File: src/rtl/tone_synth_r2r.sv
// Multi-voice sine tone generator for the R2R DAC: per-voice phase accumulator
// and sine ROM, one-entry staged config port, solo/mix output stage.

module tone_synth_voice #(
    parameter int DAC_W      = 7,
    parameter int PHASE_W    = 16,
    parameter int LUT_ADDR_W = 6
) (
    input  logic               clk,
    input  logic               reset_n,
    input  logic               tick,
    input  logic               ld,
    input  logic [PHASE_W-1:0] ld_ftw,
    input  logic               ld_gate,
    output logic [DAC_W-1:0]   samp
);
    localparam int  LUT_N = 1 << LUT_ADDR_W;
    localparam int  MID   = 1 << (DAC_W - 1);
    localparam real PI    = 3.14159265358979323846;

    // Elaboration-time sine: fold into the first quadrant, then Taylor series.
    function automatic int lut_val(input int a);
        real x, term, s, v;
        bit  neg;
        x   = 2.0 * PI * $itor(a) / $itor(LUT_N);
        neg = 1'b0;
        if (x > PI) begin
            x   = x - PI;
            neg = 1'b1;
        end
        if (x > PI / 2.0) x = PI - x;
        term = x;
        s    = x;
        for (int k = 1; k <= 10; k++) begin
            term = -term * x * x / $itor((2 * k) * (2 * k + 1));
            s    = s + term;
        end
        v = $itor(MID - 1) * s;
        if (neg) v = -v;
        return (v >= 0.0) ? MID + $rtoi(v + 0.5) : MID - $rtoi(0.5 - v);
    endfunction

    logic [DAC_W-1:0] rom [LUT_N];
    for (genvar a = 0; a < LUT_N; a++) begin : g_rom
        localparam int LV = lut_val(a);
        assign rom[a] = LV[DAC_W-1:0];
    end

    logic [PHASE_W-1:0] ftw_q, ftw_d;
    logic [PHASE_W-1:0] phase_q, phase_d;
    logic               gate_q, gate_d;
    logic [DAC_W-1:0]   samp_q, samp_d;

    // Staged config lands first so the same tick already advances with it.
    always_comb begin
        ftw_d   = ftw_q;
        gate_d  = gate_q;
        phase_d = phase_q;
        samp_d  = samp_q;
        if (tick) begin
            if (ld) begin
                ftw_d  = ld_ftw;
                gate_d = ld_gate;
            end
            phase_d = gate_d ? phase_q + ftw_d : '0;
            samp_d  = gate_d ? rom[phase_d[PHASE_W-1 -: LUT_ADDR_W]] - DAC_W'(MID) : '0;
        end
    end

    always_ff @(posedge clk or negedge reset_n) begin
        if (!reset_n) begin
            ftw_q   <= '0;
            gate_q  <= 1'b0;
            phase_q <= '0;
            samp_q  <= '0;
        end else begin
            ftw_q   <= ftw_d;
            gate_q  <= gate_d;
            phase_q <= phase_d;
            samp_q  <= samp_d;
        end
    end

    assign samp = samp_q;
endmodule

module tone_synth_r2r #(
    parameter int   NUM_VOICES = 4,
    parameter int   DAC_W      = 7,
    parameter int   PHASE_W    = 16,
    parameter int   LUT_ADDR_W = 6,
    parameter int   TICK_DIV   = 1000,
    localparam int  VW         = (NUM_VOICES > 1) ? $clog2(NUM_VOICES) : 1
) (
    input  logic               clk,
    input  logic               reset_n,
    input  logic               en_n,
    input  logic               cfg_valid,
    output logic               cfg_ready,
    input  logic [VW-1:0]      cfg_voice,
    input  logic [PHASE_W-1:0] cfg_ftw,
    input  logic               cfg_gate,
    input  logic               mode,
    input  logic [VW-1:0]      solo_sel,
    output logic               sample_tick,
    output logic [DAC_W-1:0]   r2r
);
    localparam int               CW  = $clog2(TICK_DIV);
    localparam int               SH  = $clog2(NUM_VOICES);
    localparam int               SW  = DAC_W + SH + 1;
    localparam logic [DAC_W-1:0] MID = DAC_W'(1 << (DAC_W - 1));

    typedef struct packed {
        logic [VW-1:0]      voice;
        logic [PHASE_W-1:0] ftw;
        logic               gate;
    } cfg_t;

    logic [CW-1:0]                    cnt_q, cnt_d;
    cfg_t                             stg_q, stg_d;
    logic                             stg_vld_q, stg_vld_d;
    logic                             samp_vld_q, samp_vld_d;
    logic [DAC_W-1:0]                 r2r_q, r2r_d;
    logic                             tick;
    logic [NUM_VOICES-1:0]            ld;
    logic [NUM_VOICES-1:0][DAC_W-1:0] samp;
    logic signed [SW-1:0]             mix_sum;
    logic [DAC_W-1:0]                 mix_shf;
    logic [DAC_W-1:0]                 solo_s;

    assign tick        = !en_n && (cnt_q == CW'(TICK_DIV - 1));
    assign sample_tick = tick;
    assign cfg_ready   = !stg_vld_q;
    assign r2r         = r2r_q;

    always_comb begin
        cnt_d = cnt_q;
        if (!en_n) cnt_d = tick ? '0 : cnt_q + CW'(1);
    end

    // Ready is simply "staging empty": it drops after capture and returns
    // the cycle after the tick that consumes the entry.
    always_comb begin
        stg_d     = stg_q;
        stg_vld_d = stg_vld_q;
        if (tick) stg_vld_d = 1'b0;
        if (cfg_valid && cfg_ready) begin
            stg_vld_d   = 1'b1;
            stg_d.voice = cfg_voice;
            stg_d.ftw   = cfg_ftw;
            stg_d.gate  = cfg_gate;
        end
    end

    // Out-of-range voice indices match no lane and are dropped on apply.
    for (genvar i = 0; i < NUM_VOICES; i++) begin : g_voice
        assign ld[i] = stg_vld_q && (stg_q.voice == VW'(i));
        tone_synth_voice #(
            .DAC_W      (DAC_W),
            .PHASE_W    (PHASE_W),
            .LUT_ADDR_W (LUT_ADDR_W)
        ) u_voice (
            .clk     (clk),
            .reset_n (reset_n),
            .tick    (tick),
            .ld      (ld[i]),
            .ld_ftw  (stg_q.ftw),
            .ld_gate (stg_q.gate),
            .samp    (samp[i])
        );
    end

    always_comb begin
        mix_sum = '0;
        for (int i = 0; i < NUM_VOICES; i++) mix_sum = mix_sum + SW'($signed(samp[i]));
        mix_shf = DAC_W'(mix_sum >>> SH);
        solo_s  = '0;
        for (int i = 0; i < NUM_VOICES; i++) begin
            if (solo_sel == VW'(i)) solo_s = samp[i];
        end
        samp_vld_d = en_n ? samp_vld_q : tick;
        r2r_d      = r2r_q;
        if (samp_vld_q && !en_n) r2r_d = MID + (mode ? mix_shf : solo_s);
    end

    always_ff @(posedge clk or negedge reset_n) begin
        if (!reset_n) begin
            cnt_q      <= '0;
            stg_q      <= '0;
            stg_vld_q  <= 1'b0;
            samp_vld_q <= 1'b0;
            r2r_q      <= MID;
        end else begin
            cnt_q      <= cnt_d;
            stg_q      <= stg_d;
            stg_vld_q  <= stg_vld_d;
            samp_vld_q <= samp_vld_d;
            r2r_q      <= r2r_d;
        end
    end
endmodule

File: config.mk
export PLATFORM = sky130hd
export DESIGN_NAME = tone_synth_r2r
export DESIGN_NICKNAME = d
export VERILOG_FILES = /design/src/rtl/tone_synth_r2r.sv
export SDC_FILE = /design/constraint.sdc
export NUM_CORES = 1
export LEC_CHECK = 0
export ABC_AREA = 1
export BUFFER_PORTS_ARGS = -buffer_cell sky130_fd_sc_hd__buf_2
export CAP_MARGIN = 30
export CELL_PAD_IN_SITES_DETAIL_PLACEMENT = 0
export CELL_PAD_IN_SITES_GLOBAL_PLACEMENT = 1
export CORE_MARGIN = 2
export CORE_UTILIZATION = 42
export CTS_CLUSTER_DIAMETER = 150
export DETAILED_ROUTE_END_ITERATION = 12
export MAX_ROUTING_LAYER = met4
export PLACE_DENSITY = 0.82
export SYNTH_ARGS = -nofsm -noshare
export SYNTH_HDL_FRONTEND = slang
export SYNTH_SLANG_ARGS = --single-unit
File: constraint.sdc
create_clock -name clk -period 3 [get_ports clk]
set_input_delay 0.15 -clock clk [delete_from_list [all_inputs] [get_ports clk]]
set_output_delay 0.15 -clock clk [all_outputs]
set_load 0.01 [all_outputs]
==> results.md, run 1 <==
* Status: finished, violations left
* Failing checks: negative setup slack
* Num CTS Buffers at 17
* Most common cell in the netlist: nand2_1
* CP Capture Type: flop
* Count of final hold-check violations at 0
* Finished Cell Area at 23360 sq um
* #FFs+latches synth at 198
* Min Tclk post-route at 3.277 ns
* Utilization after layout at 65.35%
* N_diodes at 0
* Antenna-violating nets left at 0
* Initial antenna violation count at 0
* Avg WL per Cell at 17.13 microns
* Buf/Inv on CP at 5
* Critical path peak fanout at 6
* Measured slew at the worst slew-check pin at 0.7261 ns
* Fmax at 305.1 MHz
* Clock sink count at 198
* Clock-pin slew on the worst setup and hold paths at 0.08 ns
* Critical Path Source Type: flop
* Simple-gate share of the synthesized area at 35.84%
* Total global routing overflow at 0
* CP Cell Sequence: clkinv_4 -> nand3_4 -> buf_12 -> buf_8 -> nand2_4 -> o21ai_4 -> fa_2 -> buf_6 -> nand3_4 -> nand4_1 -> nand2_2 -> nand2_4 -> ha_4 -> inv_2 -> nand4_1 -> nand3_1 -> nand2_1 -> nand2_1 -> nand2_1 -> nand2_1 -> nand3_1 -> nand2_1
* Area fraction in compound gates after synthesis at 11.65%
* RD Place Congestion at 0.9412
* CP delay by family, top: simple AND/OR/NAND/NOR gates
* Worst skew pair latency at 0.46 ns
* LEAKAGE at 0.01205 uW
* Total Power at 8076 uW
* Die Footprint at 37950 sq um
* Largest family of logic cells by synthesized area: simple AND/OR/NAND/NOR gates
* Critical path data arrival time at 3.67 ns
* Max Slew Vio Count at 0
* Top cells by count, synth: nand2_1, inv_1, dfrtp_1
* Starting density of the core at 42.79%
* Hold Crit Class: input port to flop
* Share of the synthesized area in the top cell type at 32.24%
* Cell variety after synth at 45
* CTS Root Cell: clkbuf_16
* Synthesized instance count at 2306
* Yosys Warn Count at 0
* Share of layout cells above drive strength 1 at 38.59%
* RSZ-0062 raised after global routing: yes
* Sequential fraction of the synthesis area at 32.41%
* Vias in the first global route at 16830
* DRC viols at 0
* Tot GR Track Use at 29.20%
* Via count at 17290
* Rows at 69
* Worst setup margin at -0.2774 ns
* Area leader, netlist: dfrtp_1
* Slowest-stage cell, CP: dfrtp_2
* Largest net degree at the start of global routing at 79
* Most frequent CP cell: nand2_1
* Area Overhead vs Synth at 52.74%
* XOR/XNOR share of the synthesized area at 0.9737%
* Slew margin rel. at 51.59%
* Number of detailed-routing iterations run before antenna repair at 6
* WL met1 at 24130 microns
* Setup CP Type: flop to flop
* Cell Count, Final, Fillers Out at 3236
* Adder-cell share of the synthesized area at 10.51%
* Place WS at -0.4938 ns
* CP max stage delay at 0.46 ns
* Met2 WL at 26810 microns
* I/O Buffers at 34
* PD cells at 345.7 nW/um^2
* Core area at 35740 sq um
* Final period utilization at 109.2%
* Die width at 194.8 microns
* Mux contribution to synthesized area at 0.07364%
* Syn Nets at 2449
* Post-synthesis cell area at 15290 sq um
* Asr flop ratio synth at 100.0%
* Placed insts at 3052
* Nets@finish at 2905
* Top-level port count at 35
* DRT iter0 DRCs at 1134
* Top Layer Used: met4
* Post-Route WL at 55420 microns
* Clock Skews at 0.01327 ns
* Peak VDD IR at 0.3476 mV
* Fill count at 2972
* Primary FF master, synth: dfrtp_1
* Worst path required time at 3.39 ns
* CTS Buffer Depth at 2
* H-tree levels at 4
* Max Cap Viol at 0
* Final setup fails at 31
* Chip Height at 194.8 microns
* Placed cell areas at 18320 sq um
* Dominant cells by area after synthesis: dfrtp_1, nand2_1, ha_1
* CTS tree: done
* Global-route wire length before repair at 87080 microns
* Drt via density at 5.344
* Number of synthesized flops with an enable pin at 0
* Met3 WL at 2268 microns
* Syn Area/Cell at 6.631 sq um
* DP HPWL at 36790 microns
[report_power, final]
part | switching, uW | leakage [uW] | total [uW] | internal [uW]
registers | 70.6 | 0.00255 | 2830 | 2760
logic | 1650 | 0.00922 | 2900 | 1250
clock network | 1240 | 0.000276 | 2350 | 1100
total | 2960 | 0.0120 | 8080 | 5110
[sequential cells by signal (all words and copies together) (netlist names)]
name,cells
r2r,7
g_voice.u_voice.samp,28
g_voice.u_voice.gate_q,4
g_voice.u_voice.ftw_q,64
cnt_q,10
g_voice.u_voice.phase_q,64
samp_vld_q,1
stg_vld_q,1
stg_q,19
[worst reg2reg max path, cell delays in order, from the launching register on]
cell and delay [ns]:
dfrtp_2 0.46, clkinv_4 0.11, nand3_4 0.17, buf_12 0.20, buf_8 0.13, nand2_4 0.06, o21ai_4 0.08, fa_2 0.45
buf_6 0.14, nand3_4 0.08, nand4_1 0.12, nand2_2 0.12, nand2_4 0.07, ha_4 0.25, inv_2 0.07, nand4_1 0.16
nand3_1 0.16, nand2_1 0.08, nand2_1 0.06, nand2_1 0.06, nand2_1 0.07, nand3_1 0.06, nand2_1 0.07
[layout by cell type, fill, tap and decap left out, drive strengths merged, types with 21 or more instances in the layout]
cell / n
dfrtp: 197
o21ai: 173
nand2: 913
a21oi: 92
ha: 98
dlygate4sd3: 21
nand4: 37
nand3: 207
nor2: 130
buf: 469
inv: 281
[kinds of logic after synthesis]
group / Yosys count
adder cells (fa/ha/maj): 117
AND/OR/NAND/NOR: 1314
AO/OA/AOI/OAI: 319
multiplexers: 1
XOR/XNOR: 17
flip-flops: 198
buffers and inverters: 340
[worst paths after layout]
check                                             start                           end  slack [ns]  cells past startpoint
max                                           stg_q[17]    g_voice[2].u_voice.samp[1]       -0.28                     22
min                                                en_n                      cnt_q[3]        0.11                      4
max reg2reg                                   stg_q[17]    g_voice[2].u_voice.samp[1]       -0.28                     22
min reg2reg                g_voice[2].u_voice.ftw_q[14]  g_voice[2].u_voice.ftw_q[14]        0.48                      2
max in group asynchronous                       reset_n   g_voice[1].u_voice.ftw_q[6]        1.78                      3
min in group asynchronous                       reset_n    g_voice[3].u_voice.samp[1]        0.30                      2
[area by class of cell]
cell class / count / area, sq um / area share (%)
repair buffers: 493 / 4184 / 17.91
multi-input cells: 1773 / 11980 / 51.29
inverters: 279 / 1087 / 4.655
clock inverters: 15 / 143.9 / 0.6160
flip-flops and latches: 198 / 4960 / 21.23
clock buffers: 17 / 425.4 / 1.821
well taps: 461 / 576.8 / 2.469
[stage by stage]
step / hold slack (ns) / setup TNS [ns]
4_1_cts: 0.1042 / -2.288
2_1_floorplan: -0.1456 / -0.02745
6_report: 0.1106 / -3.938
3_3_place_gp: 0.2503 / -8.450
5_1_grt: 0.1530 / -9.011
3_5_place_dp: 0.2508 / -9.461
[repair_timing]
action                                  CTS  global route
hold buffers                             21             0
gates resized for setup                 505           286
endpoints found under the setup margin   32            38
cloned                                   11             1
pin swaps                               215           164
buffers inserted                         81            45
hold endpoints to repair                 92             0
[layer usage]
metal / track usage (%) / vias to the layer above
li1: - / 8351
met1: 37.30 / 8292
met2: 48.55 / 502
met3: 2.690 / 149
met4: 10.35 / 0
met5: - / -
Note: power is estimated with default switching activity, not from simulation.
==> inputs of run 2 (changes only) <==
- SKIP_CTS_REPAIR_TIMING: default -> 1
==> run 2 against run 1 <==
Compared with the run above: the run ends with negative hold slack, negative setup slack left; core utilization is 3.7 points lower; worst hold slack worse by 0.14 ns; critical endpoint unchanged; flip-flop and latch count stayed put; register-to-register slack better by 0.04 ns; total power is 3.2% lower; count of clock-buffer cells in the layout stayed put.
==> results.md, run 2 (synthesis gave the netlist of run 1 again) <==
* Clock-pin slew on the worst setup and hold paths at 0.08 ns (about the same)
* Critical path data arrival time at 3.63 ns (was 3.67 ns)
* RD Place Congestion at 0.9412 (unchanged)
* Max Slew Vio Count at 0 (unchanged)
* Area Overhead vs Synth at 44.13% (was 52.74%)
* Seq pwr share at 36.2% (was 35.0%)
* Die width at 194.8 microns (unchanged)
* CTS Buffer Depth at 2 (unchanged)
* LEAKAGE at 0.01133 uW (was 0.01205 uW)
* Most frequent CP cell: nand2_1 (unchanged)
* Via count at 16620 (was 17290)
* N_diodes at 0 (unchanged)
* Reg2Reg Depth at 24 (was 22)
* Fmax at 309.0 MHz (was 305.1 MHz)
* Chip Height at 194.8 microns (unchanged)
* Clock sink count at 198 (unchanged)
* CP Capture Type: flop (unchanged)
* Worst reg2reg path endpoint: g_voice[2].u_voice.samp[1] (unchanged)
* Global-route wire length before repair at 78850 microns (was 87080 microns)
* Switching share of power at 36.17% (was 36.70%)
* DRC viols at 0 (unchanged)
* Num CTS Buffers at 17 (unchanged)
* Slowest-stage cell, CP: dfrtp_2 (unchanged)
* Antenna-violating nets left at 0 (unchanged)
* Critical Path Source Type: flop (unchanged)
* CTS Root Cell: clkbuf_16 (unchanged)
* Initial antenna violation count at 0 (unchanged)
* Commonest non-fill, non-tap cells in the layout: nand2_1, buf_4, inv_1, dfrtp_1, nand3_1 (was nand2_1, buf_4, inv_1, dfrtp_1, nand2_2)
* Hold_sp: cfg_ftw[12] (was en_n)
* Peak VDD IR at 0.3374 mV (was 0.3476 mV)
* Total global routing overflow at 0 (unchanged)
* Avg WL per Cell at 16.46 microns (was 17.13 microns)
* Failing checks: negative hold slack, negative setup slack (was negative setup slack)
* NetSw at 2827 uW (was 2964 uW)
* Measured slew at the worst slew-check pin at 0.7426 ns (was 0.7261 ns)
* Number of detailed-routing iterations run before antenna repair at 5 (was 6)
* Internal Pwr Total at 4990 uW (was 5112 uW)
* Largest net degree at the start of global routing at 79 (unchanged)
* Vias in the first global route at 15340 (was 16830)
* Gate power share at 34.1% (was 35.9%)
* Max Cap Viol at 0 (unchanged)
* CP max stage delay at 0.45 ns (was 0.46 ns)
* Rows at 69 (unchanged)
* Starting density of the core at 42.79% (unchanged)
* Count of final hold-check violations at 4 (was 0)
* H-tree levels at 4 (unchanged)
* RSZ-0062 raised after global routing: yes (unchanged)
* CP Cell Sequence: buf_4 -> nand3_4 -> buf_12 -> buf_4 -> o21ai_4 -> ha_4 -> nand2_1 -> nand2_1 -> inv_2 -> nand2_1 -> nand2_2 -> nand4_1 -> nand2_2 -> nand2_4 -> ha_4 -> inv_1 -> nand4_1 -> nand3_1 -> nand2_1 -> nand2_1 -> nand2_1 -> nand2_1 -> nand3_1 -> nand2_1 (was clkinv_4 -> nand3_4 -> buf_12 -> buf_8 -> nand2_4 -> o21ai_4 -> fa_2 -> buf_6 -> nand3_4 -> nand4_1 -> nand2_2 -> nand2_4 -> ha_4 -> inv_2 -> nand4_1 -> nand3_1 -> nand2_1 -> nand2_1 -> nand2_1 -> nand2_1 -> nand3_1 -> nand2_1)
* Hold endpoint: stg_q[13] (was cnt_q[3])
* DRT iter0 DRCs at 1037 (was 1134)
* Slew margin rel. at 50.49% (was 51.59%)
* Status: finished, violations left (unchanged)
* Reg-to-reg critical path startpoint: stg_q[18] (was stg_q[17])
* Nets@finish at 2842 (was 2905)
* Setup CP Type: flop to flop (unchanged)
* Final period utilization at 107.9% (was 109.2%)
* Share of layout cells above drive strength 1 at 33.00% (was 38.59%)
* Utilization after layout at 61.66% (was 65.35%)
* Worst setup margin at -0.2361 ns (was -0.2774 ns)
* Clk network pwr share at 29.7% (was 29.0%)
* Buf/Inv on CP at 5 (unchanged)
* Post-Route WL at 52220 microns (was 55420 microns)
* Final setup fails at 27 (was 31)
* Clock Skews at 0.01245 ns (was 0.01327 ns)
* Drt via density at 5.238 (was 5.344)
* DP HPWL at 36790 microns (unchanged)
* Hold Slack at -0.03108 ns (was 0.1106 ns)
* Worst path required time at 3.39 ns (about the same)
* Min Tclk post-route at 3.236 ns (was 3.277 ns)
* Top-level port count at 35 (unchanged)
* CP delay by family, top: simple AND/OR/NAND/NOR gates (unchanged)
* Hold depth at 3 (was 4)
* FF-to-FF setup slack at -0.24 ns (was -0.28 ns)
* Tot GR Track Use at 26.49% (was 29.20%)
* PD cells at 354.7 nW/um^2 (was 345.7 nW/um^2)
* Hold Crit Class: input port to flop (unchanged)
* Commonest non-fill, non-tap cell in the layout: nand2_1 (unchanged)
* Die Footprint at 37950 sq um (unchanged)
* Critical path peak fanout at 6 (unchanged)
* Core area at 35740 sq um (unchanged)
* Worst skew pair latency at 0.46 ns (about the same)
* CTS tree: done (unchanged)
* I/O Buffers at 34 (unchanged)
-- run 2: changes by cell type in the layout (fill, tap and decap cells not counted), moves of 20 or more --
cell and change:
buf_4 -31, buf_6 -23, nand2_1 +50, nand2_2 -27, nand2_4 -23, nand3_1 +20
-- run 2: final cells by class --
type | instances | area (sq um)
multi-input combinational | 1773 | 11290
timing repair buffer | 430 | 3555
tap | 461 | 576.8
clock buffer | 17 | 425.4
fill | 3159 | 13700
clock inverter | 15 | 143.9
sequential | 198 | 4961
inverter | 279 | 1086
-- run 2: how the worst max path moves through the flow --
stage | from | slack, ns | depth (start not counted) | to
floorplan | stg_q[18] | -0.03 | 24 | g_voice[1].u_voice.samp[2]
global placement | stg_vld_q | -0.45 | 21 | g_voice[1].u_voice.samp[1]
detailed placement | stg_q[18] | -0.49 | 21 | g_voice[1].u_voice.samp[1]
CTS | stg_vld_q | -0.51 | 23 | g_voice[1].u_voice.samp[2]
global route | stg_q[18] | -0.41 | 27 | g_voice[2].u_voice.samp[2]
finish | stg_q[18] | -0.24 | 24 | g_voice[2].u_voice.samp[1]
-- run 2: through the flow --
stage          setup slack (ns)  total power (uW)  instance area, sq um  TNS [ns]  instances
2_1_floorplan          -0.02745              4189                 15410  -0.02745       2306
3_3_place_gp            -0.4508              5115                 18320    -8.450       3052
3_5_place_dp            -0.4938              5130                 18320    -9.461       3052
4_1_cts                 -0.5131              7444                 18890    -10.27       3084
5_1_grt                 -0.4079              8257                 22040    -8.873       3173
6_report                -0.2361              7817                 22040    -3.530       3173
-- run 2: metal layers --
metal | vias to the layer above | global-route usage [%] | routed length (microns)
met1 | 7898 | 34.99 | 23030
met4 | 0 | 6.503 | 1504
met2 | 423 | 43.62 | 25250
li1 | 8211 | - | -
met3 | 89 | 2.950 | 2428
met5 | - | - | 0
-- run 2: worst register-to-register path: cells and delay by family (launching register included) --
family / cells / cell delay (ns)
compound gates: 1 / 0.22
simple gates: 16 / 1.38
buf+inv: 5 / 0.61
fa+ha+maj: 2 / 0.51
flops: 1 / 0.45
-- run 2: power groups by stage --
stage          Combinational [uW]  Clock [uW]  Sequential (uW)
3_3_place_gp                 2240           0             2870
3_5_place_dp                 2250           0             2880
4_1_cts                      2270        2350             2820
5_1_grt                      2960        2460             2840
2_1_floorplan                1320           0             2870
6_report                     2660        2320             2830
